==> config.mk <==
export PLATFORM = sky130hd
export DESIGN_NAME = mo_conv
export DESIGN_NICKNAME = d
export VERILOG_FILES = /design/src/rtl/mo_conv.sv
export SDC_FILE = /design/constraint.sdc
export NUM_CORES = 1
export LEC_CHECK = 0
export ABC_AREA = 1
export CAP_MARGIN = 20
export CELL_PAD_IN_SITES_DETAIL_PLACEMENT = 1
export CELL_PAD_IN_SITES_GLOBAL_PLACEMENT = 1
export CORE_MARGIN = 3
export CORE_UTILIZATION = 39
export CTS_BUF_LIST = sky130_fd_sc_hd__clkbuf_8
export DETAILED_ROUTE_END_ITERATION = 16
export PLACE_DENSITY = 0.81
export SYNTH_ARGS = -nofsm -noshare
export SYNTH_HDL_FRONTEND = slang
export SYNTH_SLANG_ARGS = --single-unit
==> constraint.sdc <==
create_clock -name clk -period 2.1 [get_ports clk]
set_input_delay 0.42 -clock clk [delete_from_list [all_inputs] [get_ports clk]]
set_output_delay 0.42 -clock clk [all_outputs]
set_load 0.05 [all_outputs]
==> src/rtl/mo_conv.sv <==
// Montgomery-domain converter: x*2^W mod Q (dir 0) or x*2^-W mod Q (dir 1), one bit per cycle.
// Result WIDTH cycles after accept (+1 with MO_CONV_PREREDUCE_EN); DONE holds the result until out_ready.
module mo_conv #(
  parameter int WIDTH = 12,
  parameter int Q     = 3329
) (
  input  logic             clk,
  input  logic             rst_n,
  input  logic             in_valid,
  output logic             in_ready,
  input  logic [WIDTH-1:0] in_data,
  input  logic             in_dir,
  output logic             out_valid,
  input  logic             out_ready,
  output logic [WIDTH-1:0] out_data,
  output logic             busy
);

  localparam int CW = $clog2(WIDTH);
  localparam logic [CW-1:0] LAST = CW'(WIDTH - 1);
  localparam logic [WIDTH:0] QX = (WIDTH + 1)'(Q);

  typedef enum logic [1:0] {IDLE, PRE, CALC, DONE} state_t;

  state_t          state, nxt;
  logic [WIDTH:0]  acc;
  logic [WIDTH:0]  sum;
  logic [WIDTH:0]  step;
  logic            dir_q;
  logic [CW-1:0]   cnt;

  always_ff @(posedge clk) begin
    if (!rst_n) state <= IDLE;
    else        state <= nxt;
  end

  always_comb begin
    nxt = state;
    case (state)
      IDLE: begin
        if (in_valid) begin
`ifdef MO_CONV_PREREDUCE_EN
          nxt = PRE;
`else
          nxt = CALC;
`endif
        end
      end
`ifdef MO_CONV_PREREDUCE_EN
      PRE:  nxt = CALC;
`endif
      CALC: if (cnt == LAST) nxt = DONE;
      DONE: if (out_ready) nxt = IDLE;
      default: nxt = IDLE;
    endcase
  end

  always_comb begin
    in_ready  = (state == IDLE);
    out_valid = (state == DONE);
    busy      = (state != IDLE);
  end

  // One step: doubling mod Q for dir 0, halving mod Q (add Q when odd) for dir 1.
  always_comb begin
    sum  = '0;
    step = '0;
    if (!dir_q) begin
      step = {acc[WIDTH-1:0], 1'b0};
      if (step >= QX) step = step - QX;
    end else begin
      sum  = acc + (acc[0] ? QX : '0);
      step = sum >> 1;
    end
  end

  always_ff @(posedge clk) begin
    if (!rst_n) begin
      acc      <= '0;
      dir_q    <= 1'b0;
      cnt      <= '0;
      out_data <= '0;
    end else begin
      case (state)
        IDLE: begin
          if (in_valid && in_ready) begin
            acc   <= {1'b0, in_data};
            dir_q <= in_dir;
            cnt   <= '0;
          end
        end
`ifdef MO_CONV_PREREDUCE_EN
        PRE: begin
          if (acc >= QX) acc <= acc - QX;
        end
`endif
        CALC: begin
          acc <= step;
          if (cnt == LAST) begin
            out_data <= step[WIDTH-1:0];
            cnt      <= '0;
          end else begin
            cnt <= cnt + 1'b1;
          end
        end
        default: ;
      endcase
    end
  end

endmodule

**Word level (Yosys, flattened, before mapping)**

Cells that the tools add are included.

- Register bits: 32
- Input bits: 17
- Word-level logic and storage cells: 36

- Add/subtract/negate cells: 3
- Magnitude comparators: 1
- Equal/unequal tests: 7
- Multiplexer cells: 12
- Reduce and logical (&&, ||, !) cells: 8

Operators by type and width:

| cell | number |
|---|---|
| 2-to-1 mux 13 bit | 3 |
| one-hot mux 13 bit (2 select lines) | 1 |
| adder 13 x 12 -> 13 bit | 1 |
| >= comparator 13 x 12 -> 1 bit, second input constant | 1 |
| subtractor 13 x 12 -> 13 bit, second input constant | 1 |
| 2-to-1 mux 12 bit | 1 |
| 2-to-1 mux 4 bit | 2 |
| one-hot mux 4 bit (2 select lines) | 1 |
| 2-to-1 mux 2 bit | 3 |
| one-hot mux 2 bit (3 select lines) | 1 |
| AND reduction 2 bit | 3 |
| adder 4 x 1 -> 4 bit, second input constant | 1 |
| == test 2 bit, second input constant | 2 |
| == test 4 bit, second input constant | 1 |
| inequality test 2 x 1 -> 1 bit, second input constant | 2 |
| inequality test 2 bit, second input constant | 2 |
| nonzero test 2 bit | 2 |
| AND reduction 3 bit | 1 |
| logical NOT 2 bit | 1 |
| logical AND 1 bit | 1 |

**Logic depth before layout (Yosys ltp)**

Gate-level depths: netlist (run 1).

- Depth in word-level cells: 4
- Mapped depth: 14

**Least setup slack after synthesis (run 1)**

No wires, ideal clock.

- Path type: reg-to-reg
- Start point: register state[1]
- End point: register acc[5]
- Library setup time: 69 ps
- Arrival time: 2155 ps
- Required time: 2031 ps
- Setup slack: -123 ps
- Cell stages (with the launch flop): 11
- Period minus slack after synthesis: 2223 ps
- Cells stage by stage: dfxtp_1 nor2_1 inv_2 nor2_1 inv_1 nand2_2 inv_2 buf_2 nor2_1 nand2_1 a21oi_2

- Cells in the longest elaborated chain, start to end: 4
- Elaborated cells on any way between the ends: 7
- Those cells by class: eq/ne (2); mux (1); reduce/logical (4)

Ends and longest elaborated chain:

| what | RTL line | text |
|---|---|---|
| start: declaration | 25 | `state_t state, nxt;` |
| start signal: assignment | 34 | `else state <= nxt;` |
| logical NOT 2 bit (*) | 59 | `in_ready = (state == IDLE);` |
| named net in_ready | 10 | `output logic in_ready,` |
| logical AND 1 bit | 86 | `if (in_valid && in_ready) begin` |
| inequality test 2 x 1 -> 1 bit (no line) | n/a |  |
| AND reduction 2 bit (no line) | n/a |  |
| end signal: assignment | 87 | `acc <= {1'b0, in_data};` |
| end signal: assignment | 98 | `acc <= step;` |
| end: declaration | 26 | `logic [WIDTH:0] acc;` |

Mark *: on every way through the listed nets, which the timed path passes. The rest lies on a longest branch.
A chain may end at the register's enable or synchronous reset.

**Worst setup path after layout (run 1)**

- Start point: register acc[0]
- End point: register acc[0]

- Cells in the longest elaborated chain, start to end: 4
- Elaborated cells on any way between the ends: 6
- Those cells by class: add/sub (1); order compare (1); mux (4)

Ends and longest elaborated chain:

| what | RTL line | text |
|---|---|---|
| 2-to-1 mux 12 bit or >= comparator 13 x 12 -> 1 bit (tied branches) | 72, 70 |  |
| adder 13 x 12 -> 13 bit or 2-to-1 mux 13 bit (tied branches) | 72, 70 |  |
| 2-to-1 mux 13 bit (*) | 68 | `if (!dir_q) begin` |
| one-hot mux 13 bit (2 select lines) (*) | 84 | `case (state)` |

Mark *: on every way between the ends. The rest lies on a longest branch, timed or not.

==> results_dict.tcl, run 1 <==
set metrics [dict create \
    outcome "finished, final reports clean" \
    antenna_cells 0 \
    arrival_ns 2.10 \
    powerDensity_nw_per_um2 658 \
    gp_routability_congestion 0.862 \
    worstMarginPinSlew_ns 0.539 \
    postCtsSetupBuffers 0 \
    cp_cell_sequence "inv_1 -> ha_2 -> nand2_1 -> nor2_1 -> nand2_1 -> nand2_1 -> nand2_1 -> nand2_2 -> nor2_1 -> inv_1 -> nand2_1 -> o22ai_1 -> a21oi_1" \
    synth_top_area_share_pct 27.9 \
    critPathLaunchType "flip-flop" \
    maxCapViolCount 0 \
    hp-class "flip-flop to flip-flop" \
    fin_worst_skew_ns 0.0120 \
    area_delta_synth_final_pct 23.5 \
    cts_tree "yes" \
    vias_per_cell 5.30 \
    netlist_area_um2 2290 \
    crit_buf_inv 2 \
    io-pin-count 32 \
    first_pass_iters 4 \
    seq_area_um2 641 \
    syn-num-nets 391 \
    antenna_left 0 \
    cp-startpoint "acc[0]" \
    grt_overflow_total 0 \
    portBuffers 31 \
    ctsHoldBuffers 0 \
    hold_viol_final 0 \
    synth_ff_type "dfxtp_1" \
    slew_violations 0 \
    worstSetupPathType "flip-flop to flip-flop" \
    grt_max_degree 26 \
    multi_input_area_um2 1410 \
    wl_met1_um 3240 \
    reg2reg_from "acc[0]" \
    htreeDepth 2 \
    setup_viol 0 \
    drive_gt1_share_pct 13.8 \
    ys_ff_latch 32 \
    cts_buffer_depth 2 \
    grt_usage_pct 22.7 \
    endpoint_kind "flip-flop" \
    cp_common_cell "nand2_1" \
    num-fill-cells 785 \
    peakVddDrop_v 0.000363 \
    dp.final_hpwl_um 5380 \
    vias 2526 \
    hp-start "cnt[3]" \
    clk_pin_slew_worst_paths_ns 0.07 \
    crit_fanout 5 \
    postSynthAreaPerCell_um2 6.23 \
    wl_um 7010 \
    fmax_mhz 518 \
    initial_core_util_pct 40.9 \
    grt_pass1_vias 2482 \
    die_height_um 82.7 \
    fp.dieW_um 82.7 \
    antenna_found_initial 0 \
    yosysSeqAreaShare_pct 27.9 \
    grt_pass1_wl_um 11900 \
    finalCritPeriodShare_pct 91.9 \
    nNetsFinal 427 \
    design.die.area_um2 6830 \
    whs_ns 0.489 \
    wl_per_cell_um 14.7 \
    synthArstFlopShare_pct 0 \
    power.total_mw 1.86 \
    synthCells 368 \
    synth_edf_count 0 \
    synthTopCellsByArea "dfxtp_1 (28%), nand2_1 (16%), nor2_1 (8.7%), nand3_1 (7.2%), inv_1 (5.6%)" \
    p_leak_nw 1.29 \
    cts_sinks 32 \
    met2_length_um 3460 \
    maxSlewHeadroom_pct 64.0 \
    crit_family "simple AND/OR/NAND/NOR gates" \
    synth_warnings 0 \
    finalCriticalPeriod_ns 1.93 \
    clock_latency_ns 0.29 \
    synth.distinct_cells 29 \
    synth_top_cell_by_area "dfxtp_1" \
    drt_drc_violations_left 0 \
    top_layer "met4" \
    drt_iter0_drc 144 \
    cp_data_required_time_ns 2.27 \
    slowest_delay_ns 0.34 \
    dr_wl_met3_um 232 \
    rows 27 \
    root_buffer "clkbuf_8" \
    slowest_stage "dfxtp_1" \
    cts_buffers 5 \
    core_area_um2 5610 \
]
logic make-up (layout without fill, tap and decap cells):
kind of cell,count (synthesis),in the layout,synth area share (%)
flip-flops,32,32,27.9
buffers and inverters,58,95,10.9
XOR/XNOR,6,6,2.29
AO/OA/AOI/OAI,58,58,15.2
adder cells (fa/ha/maj),6,6,3.28
AND/OR/NAND/NOR,208,208,40.3
per-layer routing:
layer,vias to the layer above,track usage [%]
met4,0,6.37
met2,38,39.7
met1,1214,28.9
met5,-,0
li1,1268,-
met3,6,3.36
layout make-up:
type	instances	share of cell area, %
clock inverters	3	1.37
multi-input cells	278	49.8
inverters	44	5.84
repair buffers	43	14.8
well taps	72	3.18
flip-flops and latches	32	22.6
clock buffers	5	2.43
cell usage after synthesis (2+ instances only):
cell	instances
nor3_1	4
clkbuf_1	6
o211ai_1	7
o21ai_2	4
o21ai_1	6
nand3b_1	3
a31oi_1	4
nand2_1	97
ha_1	6
nand4_1	4
nor2_1	53
buf_2	5
nand3_2	8
a21oi_2	4
dfxtp_1	32
buf_6	2
nand2_2	5
inv_1	34
inv_2	9
a21oi_1	18
xor2_1	6
o21ai_0	12
nand3_1	33
placed cells by master, fill, tap and decap left out, drive strengths merged:
| cell | instances |
|---|---|
| a211oi | 1 |
| a21oi | 22 |
| a31oi | 4 |
| buf | 15 |
| bufinv | 1 |
| clkbuf | 5 |
| clkdlybuf4s50 | 28 |
| clkinv | 2 |
| dfxtp | 32 |
| ha | 6 |
| inv | 44 |
| nand2 | 102 |
| nand3 | 42 |
| nand3b | 3 |
| nand4 | 4 |
| nor2 | 53 |
| nor3 | 4 |
| o211ai | 7 |
| o21ai | 22 |
| o22ai | 1 |
| o31ai | 1 |
| xor2 | 6 |
worst reg2reg max path, delay by kind of cell (launching register included):
kind	cells	cell delay, ns
fa+ha+maj	1	0.25
compound gates	2	0.24
buf+inv	2	0.18
flops	1	0.34
simple gates	8	0.80
per-stage QoR:
stage	cell area [µm²]	worst slack, ns	std cells	setup TNS (ns)	util [%]
2_1_floorplan	2290	0.194	368	0	-
3_3_place_gp	2720	0.236	469	0	48.5
3_5_place_dp	2720	0.139	469	0	48.5
4_1_cts	2830	0.108	477	0	50.4
5_1_grt	2830	-0.0125	477	-0.0168	50.5
6_report	2830	0.169	477	0	50.5
path summary, 6_finish.rpt:
path         cells past startpoint  slack [ns]     end
min                              2        0.49  cnt[3]
max reg2reg                     13        0.17  acc[0]
min reg2reg                      2        0.49  cnt[3]
max                             13        0.17  acc[0]
report_power, final:
group | total (mW) | internal (mW) | switching (mW)
Combinational | 0.567 | 0.207 | 0.360
Clock | 0.601 | 0.348 | 0.254
Sequential | 0.695 | 0.640 | 0.0550
Total | 1.86 | 1.19 | 0.668
flip-flops by register name, summed over array words and instances (netlist names):
signal / flops
acc: 13
cnt: 4
dir_q: 1
out_data: 12
state: 2
what timing repair did:
action	in CTS	in global routing
gates resized for setup	0	2
endpoints found under the setup margin	0	12
endpoints found under the hold margin	0	0
(Power assumes the default switching activity.)
==> run 2: changes to the inputs <==
--- a/config.mk
+++ b/config.mk
@@ -9,11 +9,11 @@
 export CAP_MARGIN = 20
 export CELL_PAD_IN_SITES_DETAIL_PLACEMENT = 1
 export CELL_PAD_IN_SITES_GLOBAL_PLACEMENT = 1
-export CORE_MARGIN = 3
-export CORE_UTILIZATION = 39
+export CORE_MARGIN = 10
+export CORE_UTILIZATION = 30
 export CTS_BUF_LIST = sky130_fd_sc_hd__clkbuf_8
 export DETAILED_ROUTE_END_ITERATION = 16
-export PLACE_DENSITY = 0.81
+export PLACE_DENSITY = 0.65
 export SYNTH_ARGS = -nofsm -noshare
 export SYNTH_HDL_FRONTEND = slang
 export SYNTH_SLANG_ARGS = --single-unit
==> results_dict.tcl, run 2 (synthesis results as in run 1) <==
set metrics [dict create \
    setup_viol 0 \
    clock_latency_ns 0.29 \
    regMostFlops "acc" \
    min_to "cnt[3]" \
    clockPowerShare_pct 27.0 \
    htreeDepth 2 \
    hold_viol_final 0 \
    outcome "finished, final reports clean" \
    grt_setup_unrepaired "no" \
    dp.cells 496 \
    slew_violations 0 \
    holdPathStages 2 \
    num-fill-cells 954 \
    rows 31 \
    p_comb_share_pct 32.9 \
    antenna_left 0 \
    fin_worst_skew_ns 0.00611 \
    grt_pass1_vias 2572 \
    largest_reg_flops 13 \
    r2r_cells 13 \
    drive_gt1_share_pct 14.6 \
    postCtsSetupBuffers 0 \
    cp_data_required_time_ns 2.27 \
    grt_usage_pct 14.2 \
    cts_tree "yes" \
    fp.dieW_um 107 \
    clk_pin_slew_worst_paths_ns 0.07 \
    setup_tns_ns 0 \
    whs_ns 0.480 \
    final_common_cell "nand2_1" \
    hp-class "flip-flop to flip-flop" \
    p_int_mw 1.07 \
    cts_sinks 32 \
    grt_max_degree 26 \
    area_delta_synth_final_pct 24.7 \
    drt_iter0_drc 135 \
    grt_pass1_wl_um 13200 \
    r2r_end "acc[0]" \
    maxSlewHeadroom_pct 65.3 \
    powerDensity_nw_per_um2 610 \
    initial_core_util_pct 31.3 \
    reg2reg_from "acc[0]" \
    finalCritPeriodShare_pct 90.9 \
    dp.final_hpwl_um 6120 \
    first_pass_iters 4 \
    worstMarginPinSlew_ns 0.519 \
    ff2ff_setup_slack_ns 0.19 \
    fmax_mhz 524 \
    final_cell_area_um2 2860 \
    antenna_found_initial 0 \
    arrival_ns 2.08 \
    core_area_um2 7330 \
    die_height_um 107 \
    final_cells 503 \
    hp-start "cnt[3]" \
    multi_input_area_um2 1420 \
    reg_top3 "acc: 13 flops, out_data: 12 flops, cnt: 4 flops" \
    seqPwrFrac_pct 40.1 \
    worstSetupPathType "flip-flop to flip-flop" \
    vias_per_cell 4.98 \
    p_sw_mw 0.673 \
    portBuffers 31 \
    cts_buffers 5 \
    place_area_um2 2760 \
    peakVddDrop_v 0.000292 \
    seq_area_um2 641 \
    nNetsFinal 427 \
    switching_share_pct 38.5 \
    gp_routability_congestion 0.865 \
    critPathLaunchType "flip-flop" \
    drt_drc_violations_left 0 \
    io-pin-count 32 \
    wl_um 7930 \
    finalCriticalPeriod_ns 1.91 \
    cts_buffer_depth 2 \
    root_buffer "clkbuf_8" \
    grt_overflow_total 0 \
    vias 2503 \
    crit_fanout 5 \
    maxCapViolCount 0 \
    final_cell_mix "nand2_1 (96), nor2_1 (51), inv_1 (33), nand3_1 (33), dfxtp_1 (32)" \
    design.die.area_um2 11500 \
    p_leak_nw 1.27 \
    antenna_cells 0 \
    wl_per_cell_um 15.8 \
    endpoint_kind "flip-flop" \
]
==> run 2: changes by cell type in the layout (fill, tap and decap cells not counted), sizes merged <==
cell,change
inv,-1
bufinv,-1
clkinvlp,+1
==> run 2: repair_timing <==
| item | in CTS | in global routing |
|---|---|---|
| endpoints found under the setup margin | 1 | 12 |
| resized for setup | 1 | 4 |
| hold buffers | 0 | 0 |
==> run 2: how the worst max path moves through the flow <==
stage	startpoint	to	slack [ns]	depth (start not counted)
2_1_floorplan	state[1]	acc[5]	0.19	10
3_3_place_gp	acc[0]	acc[0]	0.04	13
3_5_place_dp	acc[0]	acc[0]	0.02	13
4_1_cts	acc[0]	acc[0]	0.02	13
5_1_grt	acc[0]	out_data[9]	0.007	10
6_report	acc[0]	acc[0]	0.19	13
==> run 2: area by class of cell <==
cell class | count | share of cell area, %
Multi-Input combinational cell | 278 | 49.6
Sequential cell | 32 | 22.4
Timing Repair Buffer | 43 | 15.1
Inverter | 44 | 5.78
Tap cell | 99 | 4.33
Clock buffer | 5 | 2.41
Clock inverter | 2 | 0.438
==> run 2: stage by stage <==
step | setup WS (ns) | total power [mW] | utilization, %
detailed placement | 0.0161 | 1.28 | 37.7
floorplan | 0.194 | 1.10 | -
global placement | 0.0355 | 1.27 | 37.7
finish | 0.192 | 1.75 | 39.0
CTS | 0.0217 | 1.77 | 38.8
global route | 0.00682 | 1.87 | 39.0
==> run 2: routing by layer <==
| layer | track usage (%) | vias up | wire length, µm |
|---|---|---|---|
| li1 | - | 1259 | - |
| met1 | 19.6 | 1190 | 4060 |
| met2 | 21.5 | 47 | 3410 |
| met3 | 3.17 | 7 | 395 |
| met4 | 3.63 | 0 | 73 |
| met5 | 0 | - | 0 |
==> run 2: critical path, cell delays in order (launching register included) <==
cell	delay [ns]
dfxtp_1	0.37
inv_2	0.12
ha_2	0.24
nand2_1	0.07
nor2_1	0.09
nand2_1	0.09
nand2_1	0.12
nand2_1	0.08
nand2_2	0.11
nor2_1	0.05
inv_1	0.11
nand2_1	0.12
o22ai_2	0.13
a21oi_1	0.09
==> run 2: power by group through the flow <==
stage	Combinational, mW	Clock [mW]	Sequential (mW)
CTS	0.574	0.494	0.698
global route	0.652	0.514	0.707
detailed placement	0.568	0	0.713
finish	0.574	0.471	0.700
global placement	0.560	0	0.711
floorplan	0.416	0	0.688
